===== config.mk =====
export PLATFORM = sky130hd
export DESIGN_NAME = mannix_mem_arbiter_flat
export DESIGN_NICKNAME = d
export VERILOG_FILES = /design/src/rtl/mannix_mem_pkg.sv /design/src/rtl/mannix_mem_arbiter_if.sv /design/src/rtl/mannix_rr_pick.sv /design/src/rtl/mannix_mem_arbiter.sv /design/src/flat_wrapper.sv
export SDC_FILE = /design/constraint.sdc
export NUM_CORES = 1
export LEC_CHECK = 0
export ABC_CLOCK_PERIOD_IN_PS = 3900
export CAP_MARGIN = 20
export CORE_MARGIN = 4
export CORE_UTILIZATION = 40
export CTS_BUF_LIST = sky130_fd_sc_hd__clkbuf_16
export DETAILED_ROUTE_END_ITERATION = 8
export PLACE_DENSITY = 0.74
export SYNTH_ARGS = -nofsm -noshare
export SYNTH_HDL_FRONTEND = slang
export SYNTH_HIERARCHICAL = 1
export SYNTH_SLANG_ARGS = --single-unit

===== constraint.sdc =====
create_clock -name clk -period 3.9 [get_ports clk]
set_input_delay 0.78 -clock clk [delete_from_list [all_inputs] [get_ports clk]]
set_output_delay 0.78 -clock clk [all_outputs]
set_load 0.05 [all_outputs]

===== src/rtl/mannix_mem_pkg.sv =====
// ---------------------------------------------------------------------------
// mannix_mem_pkg
// Shared constants and types for the Mannix SRAM read arbiter.
//   NUM_CLIENTS / ADDR_W / LEN_W : default sizing of the arbiter
//   ID_W                         : width of client index fields (prio_id, mem_id)
//   client_e                     : fixed client index assignment
//   state_e                      : arbiter FSM states
// ---------------------------------------------------------------------------
package mannix_mem_pkg;

  localparam int NUM_CLIENTS = 6;
  localparam int ADDR_W      = 19;
  localparam int LEN_W       = 4;
  localparam int ID_W        = 3;

  typedef enum logic [ID_W-1:0] {
    FCC_PIC  = 3'd0,
    FCC_WGT  = 3'd1,
    FCC_BIAS = 3'd2,
    CNN_PIC  = 3'd3,
    CNN_WGT  = 3'd4,
    POOL     = 3'd5
  } client_e;

  typedef enum logic [1:0] {
    ST_IDLE  = 2'd0,
    ST_BURST = 2'd1,
    ST_DONE  = 2'd2
  } state_e;

endpackage


===== src/rtl/mannix_mem_arbiter_if.sv =====
// ---------------------------------------------------------------------------
// mannix_mem_arbiter_if
// Bundle of client request signals and SRAM read-port signals.
//   Client side : req, req_addr, req_len, prio_en, prio_id -> arbiter
//                 gnt, done, busy                           <- arbiter
//   SRAM side   : mem_ready                                 -> arbiter
//                 mem_rd, mem_addr, mem_last, mem_id        <- arbiter
// Modports:
//   master : the arbiter (masters the SRAM read port)
//   slave  : the environment (clients + SRAM)
// ---------------------------------------------------------------------------
interface mannix_mem_arbiter_if #(
  parameter int NUM_CLIENTS = mannix_mem_pkg::NUM_CLIENTS,
  parameter int ADDR_W      = mannix_mem_pkg::ADDR_W,
  parameter int LEN_W       = mannix_mem_pkg::LEN_W
);

  logic [NUM_CLIENTS-1:0]             req;
  logic [NUM_CLIENTS-1:0][ADDR_W-1:0] req_addr;
  logic [NUM_CLIENTS-1:0][LEN_W-1:0]  req_len;
  logic                               prio_en;
  logic [2:0]                         prio_id;
  logic                               mem_ready;

  logic [NUM_CLIENTS-1:0]             gnt;
  logic                               mem_rd;
  logic [ADDR_W-1:0]                  mem_addr;
  logic                               mem_last;
  logic [2:0]                         mem_id;
  logic [NUM_CLIENTS-1:0]             done;
  logic                               busy;

  modport master (
    input  req, req_addr, req_len, prio_en, prio_id, mem_ready,
    output gnt, mem_rd, mem_addr, mem_last, mem_id, done, busy
  );

  modport slave (
    output req, req_addr, req_len, prio_en, prio_id, mem_ready,
    input  gnt, mem_rd, mem_addr, mem_last, mem_id, done, busy
  );

endinterface


===== src/rtl/mannix_rr_pick.sv =====
// ---------------------------------------------------------------------------
// mannix_rr_pick
// Combinational rotating-priority pick: first requesting client at or after
// ptr, wrapping at NUM_CLIENTS.
//   req    : per-client request vector
//   ptr    : round-robin start index (expected < NUM_CLIENTS)
//   winner : index of the selected client (0 when valid=0)
//   valid  : at least one request present
// ---------------------------------------------------------------------------
module mannix_rr_pick #(
  parameter int NUM_CLIENTS = mannix_mem_pkg::NUM_CLIENTS
) (
  input  logic [NUM_CLIENTS-1:0] req,
  input  logic [2:0]             ptr,
  output logic [2:0]             winner,
  output logic                   valid
);
  import mannix_mem_pkg::*;

  // Rotate so that bit 0 of rot is the client at ptr.
  logic [2*NUM_CLIENTS-1:0] dbl;
  logic [NUM_CLIENTS-1:0]   rot;
  int                       sum;

  assign dbl = {req, req} >> ptr;
  assign rot = dbl[NUM_CLIENTS-1:0];

  always_comb begin
    winner = '0;
    valid  = 1'b0;
    sum    = 0;
    for (int i = 0; i < NUM_CLIENTS; i++) begin
      if (!valid && rot[i]) begin
        valid = 1'b1;
        sum   = int'(ptr) + i;
        if (sum >= NUM_CLIENTS) begin
          sum = sum - NUM_CLIENTS;
        end
        winner = sum[2:0];
      end
    end
  end

endmodule


===== src/rtl/mannix_mem_arbiter.sv =====
// ---------------------------------------------------------------------------
// mannix_mem_arbiter
// Arbitrates NUM_CLIENTS burst read requesters onto one SRAM read port.
// Round-robin with an optional fixed-priority override; one burst at a time.
//   clk   : single rising-edge clock
//   rst_n : synchronous active-low reset
//   bus   : mannix_mem_arbiter_if.master (client requests, grants, SRAM port)
//
// state    | meaning
// ---------+--------------------------------------------------------------
// ST_IDLE  | no burst; arbitrate whenever any req is high
// ST_BURST | issue mem_rd for the latched client, one beat per mem_ready
// ST_DONE  | one-cycle done pulse for the latched client, req ignored
// ---------------------------------------------------------------------------
module mannix_mem_arbiter #(
  parameter int NUM_CLIENTS = mannix_mem_pkg::NUM_CLIENTS,
  parameter int ADDR_W      = mannix_mem_pkg::ADDR_W,
  parameter int LEN_W       = mannix_mem_pkg::LEN_W
) (
  input  logic                 clk,
  input  logic                 rst_n,
  mannix_mem_arbiter_if.master bus
);
  import mannix_mem_pkg::*;

  state_e                 state_q, state_d;
  logic [2:0]             ptr_q, ptr_d;
  logic [LEN_W-1:0]       len_q, len_d;
  logic [LEN_W-1:0]       cnt_q, cnt_d;
  logic [NUM_CLIENTS-1:0] gnt_q, gnt_d;
  logic [NUM_CLIENTS-1:0] done_q, done_d;
  logic                   mem_rd_q, mem_rd_d;
  logic [ADDR_W-1:0]      mem_addr_q, mem_addr_d;
  logic                   mem_last_q, mem_last_d;
  logic [2:0]             mem_id_q, mem_id_d;
  logic                   busy_q, busy_d;

  logic [2:0] rr_winner;
  logic       rr_valid;
  logic [7:0] req_pad;
  logic       prio_hit;
  logic [2:0] winner;

  mannix_rr_pick #(
    .NUM_CLIENTS (NUM_CLIENTS)
  ) u_rr_pick (
    .req    (bus.req),
    .ptr    (ptr_q),
    .winner (rr_winner),
    .valid  (rr_valid)
  );

  // Padding lets prio_id index 0..7 safely; out-of-range ids are rejected
  // explicitly by the compare so they fall back to round-robin.
  assign req_pad  = 8'(bus.req);
  assign prio_hit = bus.prio_en && (int'(bus.prio_id) < NUM_CLIENTS) &&
                    req_pad[bus.prio_id];
  assign winner   = prio_hit ? bus.prio_id : rr_winner;

  always_comb begin
    state_d    = state_q;
    ptr_d      = ptr_q;
    len_d      = len_q;
    cnt_d      = cnt_q;
    gnt_d      = gnt_q;
    done_d     = '0;
    mem_rd_d   = mem_rd_q;
    mem_addr_d = mem_addr_q;
    mem_last_d = mem_last_q;
    mem_id_d   = mem_id_q;

    case (state_q)
      ST_IDLE: begin
        if (rr_valid) begin
          state_d    = ST_BURST;
          mem_id_d   = winner;
          len_d      = bus.req_len[winner];
          cnt_d      = '0;
          mem_addr_d = bus.req_addr[winner];
          gnt_d      = NUM_CLIENTS'(1) << winner;
          mem_rd_d   = 1'b1;
          mem_last_d = (bus.req_len[winner] == '0);
          // Pointer moves past the winner even on a priority grant.
          ptr_d      = (int'(winner) == NUM_CLIENTS - 1) ? 3'd0 : winner + 3'd1;
        end
      end

      ST_BURST: begin
        if (bus.mem_ready) begin
          if (cnt_q == len_q) begin
            state_d    = ST_DONE;
            gnt_d      = '0;
            mem_rd_d   = 1'b0;
            mem_last_d = 1'b0;
            done_d     = NUM_CLIENTS'(1) << mem_id_q;
          end else begin
            cnt_d      = cnt_q + LEN_W'(1);
            // Address wraps modulo 2^ADDR_W by design.
            mem_addr_d = mem_addr_q + ADDR_W'(1);
            mem_last_d = ((cnt_q + LEN_W'(1)) == len_q);
          end
        end
      end

      ST_DONE: begin
        state_d = ST_IDLE;
      end

      default: begin
        state_d    = ST_IDLE;
        gnt_d      = '0;
        mem_rd_d   = 1'b0;
        mem_last_d = 1'b0;
      end
    endcase

    busy_d = (state_d != ST_IDLE);
  end

  always_ff @(posedge clk) begin
    if (!rst_n) begin
      state_q    <= ST_IDLE;
      ptr_q      <= '0;
      len_q      <= '0;
      cnt_q      <= '0;
      gnt_q      <= '0;
      done_q     <= '0;
      mem_rd_q   <= 1'b0;
      mem_addr_q <= '0;
      mem_last_q <= 1'b0;
      mem_id_q   <= '0;
      busy_q     <= 1'b0;
    end else begin
      state_q    <= state_d;
      ptr_q      <= ptr_d;
      len_q      <= len_d;
      cnt_q      <= cnt_d;
      gnt_q      <= gnt_d;
      done_q     <= done_d;
      mem_rd_q   <= mem_rd_d;
      mem_addr_q <= mem_addr_d;
      mem_last_q <= mem_last_d;
      mem_id_q   <= mem_id_d;
      busy_q     <= busy_d;
    end
  end

  assign bus.gnt      = gnt_q;
  assign bus.done     = done_q;
  assign bus.mem_rd   = mem_rd_q;
  assign bus.mem_addr = mem_addr_q;
  assign bus.mem_last = mem_last_q;
  assign bus.mem_id   = mem_id_q;
  assign bus.busy     = busy_q;

endmodule


===== src/flat_wrapper.sv =====
// flat-port wrapper written by rule: the top's interface ports become plain ports
module mannix_mem_arbiter_flat import mannix_mem_pkg::*;
#(
  parameter int NUM_CLIENTS = mannix_mem_pkg::NUM_CLIENTS,
  parameter int ADDR_W      = mannix_mem_pkg::ADDR_W,
  parameter int LEN_W       = mannix_mem_pkg::LEN_W
)
  (clk, rst_n, bus_req, bus_req_addr, bus_req_len, bus_prio_en, bus_prio_id, bus_mem_ready, bus_gnt, bus_mem_rd, bus_mem_addr, bus_mem_last, bus_mem_id, bus_done, bus_busy);
  mannix_mem_arbiter_if #(.NUM_CLIENTS(NUM_CLIENTS), .ADDR_W(ADDR_W), .LEN_W(LEN_W)) bus_i ();
  input  logic clk;
  input  logic rst_n;
  input wire logic [$bits(bus_i.req)-1:0] bus_req;
  input wire logic [$bits(bus_i.req_addr)-1:0] bus_req_addr;
  input wire logic [$bits(bus_i.req_len)-1:0] bus_req_len;
  input wire logic [$bits(bus_i.prio_en)-1:0] bus_prio_en;
  input wire logic [$bits(bus_i.prio_id)-1:0] bus_prio_id;
  input wire logic [$bits(bus_i.mem_ready)-1:0] bus_mem_ready;
  output wire logic [$bits(bus_i.gnt)-1:0] bus_gnt;
  output wire logic [$bits(bus_i.mem_rd)-1:0] bus_mem_rd;
  output wire logic [$bits(bus_i.mem_addr)-1:0] bus_mem_addr;
  output wire logic [$bits(bus_i.mem_last)-1:0] bus_mem_last;
  output wire logic [$bits(bus_i.mem_id)-1:0] bus_mem_id;
  output wire logic [$bits(bus_i.done)-1:0] bus_done;
  output wire logic [$bits(bus_i.busy)-1:0] bus_busy;
  assign bus_i.req = bus_req;
  assign bus_i.req_addr = bus_req_addr;
  assign bus_i.req_len = bus_req_len;
  assign bus_i.prio_en = bus_prio_en;
  assign bus_i.prio_id = bus_prio_id;
  assign bus_i.mem_ready = bus_mem_ready;
  assign bus_gnt = bus_i.gnt;
  assign bus_mem_rd = bus_i.mem_rd;
  assign bus_mem_addr = bus_i.mem_addr;
  assign bus_mem_last = bus_i.mem_last;
  assign bus_mem_id = bus_i.mem_id;
  assign bus_done = bus_i.done;
  assign bus_busy = bus_i.busy;
  mannix_mem_arbiter #(.NUM_CLIENTS(NUM_CLIENTS), .ADDR_W(ADDR_W), .LEN_W(LEN_W)) u_core (.clk(clk), .rst_n(rst_n), .bus(bus_i));
endmodule

==> results.md <==
* DR WL/cell at between 15 and 20 um
* Total instance count after detailed placement at around 910
* Final HPWL DP at about 14000 um
* Final count of negative-setup-slack endpoints at 0
* Pwr dens at a little over 900 nW/um^2
* Placeable core area at approximately 11000 sq um
* Type of the most critical hold path: flop to flop
* Total design power at approximately 6.8 mW
* Width of the chip at ~120 um
* Count of maximum capacitance violations at 0
* Root Driver: sky130_fd_sc_hd__clkbuf_16
* Overall die area at roughly 13000 sq um
* Synth unique cells at 67
* Length in cells of the worst reg-to-reg path at 15
* Via count at around 5400
* DRT iter0 DRCs at roughly 370
* Final net count at about 950
* Placer congestion estimate at roughly 0.95
* Worst-Skew Late Latency at 0.29 ns
* Final wirelength at roughly 18000 um
* Count of buffers inserted at the top-level ports at roughly 190
* Multi-input gate area in the final layout at 3360 sq um
* Clock tree skew after final layout at approximately 0.0090 ns
* Result of the run: completed
* Min Clock Period, post-route at 3.62 ns
* Netlist area before placement at roughly 4600 sq um
* Worst vdd rail ir drop at between 0.5 and 0.6 mV
* Kind of end point of the critical path: flop
* Highest clock frequency the design can meet at around 280 MHz
* Die Y at 115 um
* Fin. max-slew vios at 0
* Yosys warnings at 6
* Mapped Cells at 560
* Fraction of final layout cells with drive strength greater than 1 at 0.169
* Synthesized area divided by synthesized cell count at about 8 sq um
* Relative slew margins at 0.349
* Number of buffers on the longest clock path at 2
* CP max FO at 13
* Number of buffers created by CTS at 5
* Critical path launch point type: input pin
* Setup_tns at 0 ns
* Number of antenna violations at the first check in global routing at 0
* Number of sinks handled by clock tree synthesis at 50
* Post-synthesis to final-layout area growth at 58.1%
* Worst EP required at ~4.1 ns
* GR Util All Layers at 0.250
* First-pass GRT wire length at ~27000 um
* Share of the cycle needed by the critical path after routing at 0.929
* Slew at the pin with the worst max-slew slack at just under 1 ns
* Number of global-route vias before repair at ~5200
* Antenna cell count at 0
* Worst path setup slack after routing at 0.277 ns
* Post-synth EDFFs at 0
* Post-detailed-route via-to-cell ratio at a little under 6
* Post-layout instance count excluding filler cells at 923
* FF+latch area at roughly 1000 sq um
* Final design area excluding fillers at between 7000 and 8000 sq um
* Placed cell areas at 7000 sq um
* Post-synth ARST share at 0
* Hold depth at 2
* Unrepaired setup endpoints after global routing: false
* Number of H-tree levels at 2
* Startpoint-to-endpoint class of the critical path: input pin to flop
* Dominant register cell in the synthesized netlist: sky130_fd_sc_hd__dfxtp_1
* Layout fillers at 938
* Leak Pwr at between 2 and 3 nW
* Synthesized Nets at between 700 and 800
* CTS tree: yes
* Post-detailed-route DRC marker count at 0
* I/O pin count at approximately 190
* #FFs+latches synth at 50
* Row Count at 38
* Count of antenna-violating nets left after detailed routing at 0
* Router iterations before antenna repair at 5
* Worst slack at placement at -0.329 ns
* Maximum number of pins on one net before global-route repair at 23
* Initial core utilization at 0.416
* Proportion of synthesized chip area in sequential cells at 0.218
* Final hold viol count at 0
* Critical Path AT at between 3 and 4 ns
* Post-CTS clock slew at the launch and capture registers of the worst setup and hold paths at 0.08 ns
* Total congestion overflow after global routing at 0
[metrics by stage]
| step | utilization | hold WS [ns] |
|---|---|---|
| floorplan | - | 0.448 |
| global placement | 0.635 | 0.446 |
| detailed placement | 0.635 | 0.459 |
| CTS | 0.649 | 0.468 |
| global route | 0.658 | 0.481 |
| finish | 0.658 | 0.460 |
[state kept, by name (all words and copies together), names as in the netlist]
register and cells:
u_core/bus.done 6, u_core/bus.mem_last 1, u_core/cnt_q 4, u_core/state_q 2
u_core/bus.gnt 6, u_core/bus.mem_rd 1, u_core/len_q 4, u_core/bus.mem_addr 19
u_core/bus.busy 1, u_core/bus.mem_id 3, u_core/ptr_q 3
[layout make-up]
class | instances | area share
Inverter | 13 | 0.00673
Multi-Input combinational cell | 454 | 0.463
Clock inverter | 3 | 0.00397
Tap cell | 140 | 0.0241
Timing Repair Buffer | 258 | 0.346
Sequential cell | 50 | 0.138
Clock buffer | 5 | 0.0172
[cells in the mapped netlist (6+ instances only)]
library cell	instances	area, sq um
sky130_fd_sc_hd__a22oi_1	8	60.1
sky130_fd_sc_hd__mux2_2	11	124
sky130_fd_sc_hd__clkbuf_1	30	113
sky130_fd_sc_hd__nand2_1	51	191
sky130_fd_sc_hd__a21oi_1	51	255
sky130_fd_sc_hd__xor2_1	6	52.6
sky130_fd_sc_hd__mux4_2	19	428
sky130_fd_sc_hd__nor3_1	23	115
sky130_fd_sc_hd__mux2i_1	39	390
sky130_fd_sc_hd__a31oi_1	9	56.3
sky130_fd_sc_hd__nor2_1	48	180
sky130_fd_sc_hd__nand3_1	22	110
sky130_fd_sc_hd__ha_1	13	163
sky130_fd_sc_hd__a211oi_1	7	52.6
sky130_fd_sc_hd__inv_1	11	41.3
sky130_fd_sc_hd__o22ai_1	13	81.3
sky130_fd_sc_hd__dfxtp_1	50	1000
sky130_fd_sc_hd__o21ai_0	31	155
[kinds of logic after synthesis]
group                    synth area share
adder cells (fa/ha/maj)            0.0354
buffers and inverters              0.0605
AND/OR/NAND/NOR                     0.197
multiplexers                        0.236
flip-flops                          0.218
AO/OA/AOI/OAI                       0.233
XOR/XNOR                           0.0191
[worst max-delay path, cell delays in order]
cell and delay (ns):
sky130_fd_sc_hd__dlymetal6s2s_1 0.18, sky130_fd_sc_hd__a2111o_1 0.46, sky130_fd_sc_hd__and3_1 0.19, sky130_fd_sc_hd__or3_4 0.41
sky130_fd_sc_hd__a21o_1 0.17, sky130_fd_sc_hd__a31oi_1 0.18, sky130_fd_sc_hd__o21a_1 0.19, sky130_fd_sc_hd__mux2i_4 0.09
sky130_fd_sc_hd__buf_4 0.16, sky130_fd_sc_hd__buf_12 0.15, sky130_fd_sc_hd__buf_12 0.14, sky130_fd_sc_hd__mux2_2 0.30
sky130_fd_sc_hd__nand3_1 0.13, sky130_fd_sc_hd__o311a_1 0.19, sky130_fd_sc_hd__o22ai_1 0.07
[report_power, final]
part / leakage [nW] / internal (mW) / switching, mW
Combinational: 2.38 / 2.59 / 2.80
Clock: 0.0763 / 0.246 / 0.211
Sequential: 0.410 / 0.671 / 0.228
[per-layer routing]
| metal | share of wire | routed length, um | GRT usage |
|---|---|---|---|
| met4 | 0.015 | 261 | 0.0509 |
| met5 | 0 | 0 | 0 |
| met3 | 0.078 | 1400 | 0.0521 |
| met1 | 0.41 | 7360 | 0.330 |
| met2 | 0.50 | 8880 | 0.423 |
[placed cells by master (no fill, tap or decap), drive strengths merged, types with 22 or more instances in the layout]
master	synthesis	final
nor3	23	23
dfxtp	50	50
nand3	22	22
nor2	48	48
o21ai	33	33
mux2i	41	41
clkdlybuf4s50	0	181
mux4	23	23
a21oi	51	51
nand2	51	51
buf	13	70
[path summary, 6_finish.rpt]
path / startpoint / endpoint / slack [ns]
min reg2reg: u_core/bus.gnt[0] / u_core/bus.gnt[0] / 0.46
max reg2reg: u_core/ptr_q[0] / u_core/bus.mem_addr[17] / 0.37
min: u_core/bus.gnt[0] / u_core/bus.gnt[0] / 0.46
max: bus_req[2] / u_core/bus.mem_addr[17] / 0.28
[repair_timing]
item	4_1_cts	5_1_grt
buffers inserted	0	2
pin swaps	0	5
gates cloned	0	1
setup endpoints to repair	2	32
resized for setup	2	20
hold buffers	0	0
hold endpoints to repair	0	0
Note: power is estimated with default switching activity, not from simulation.
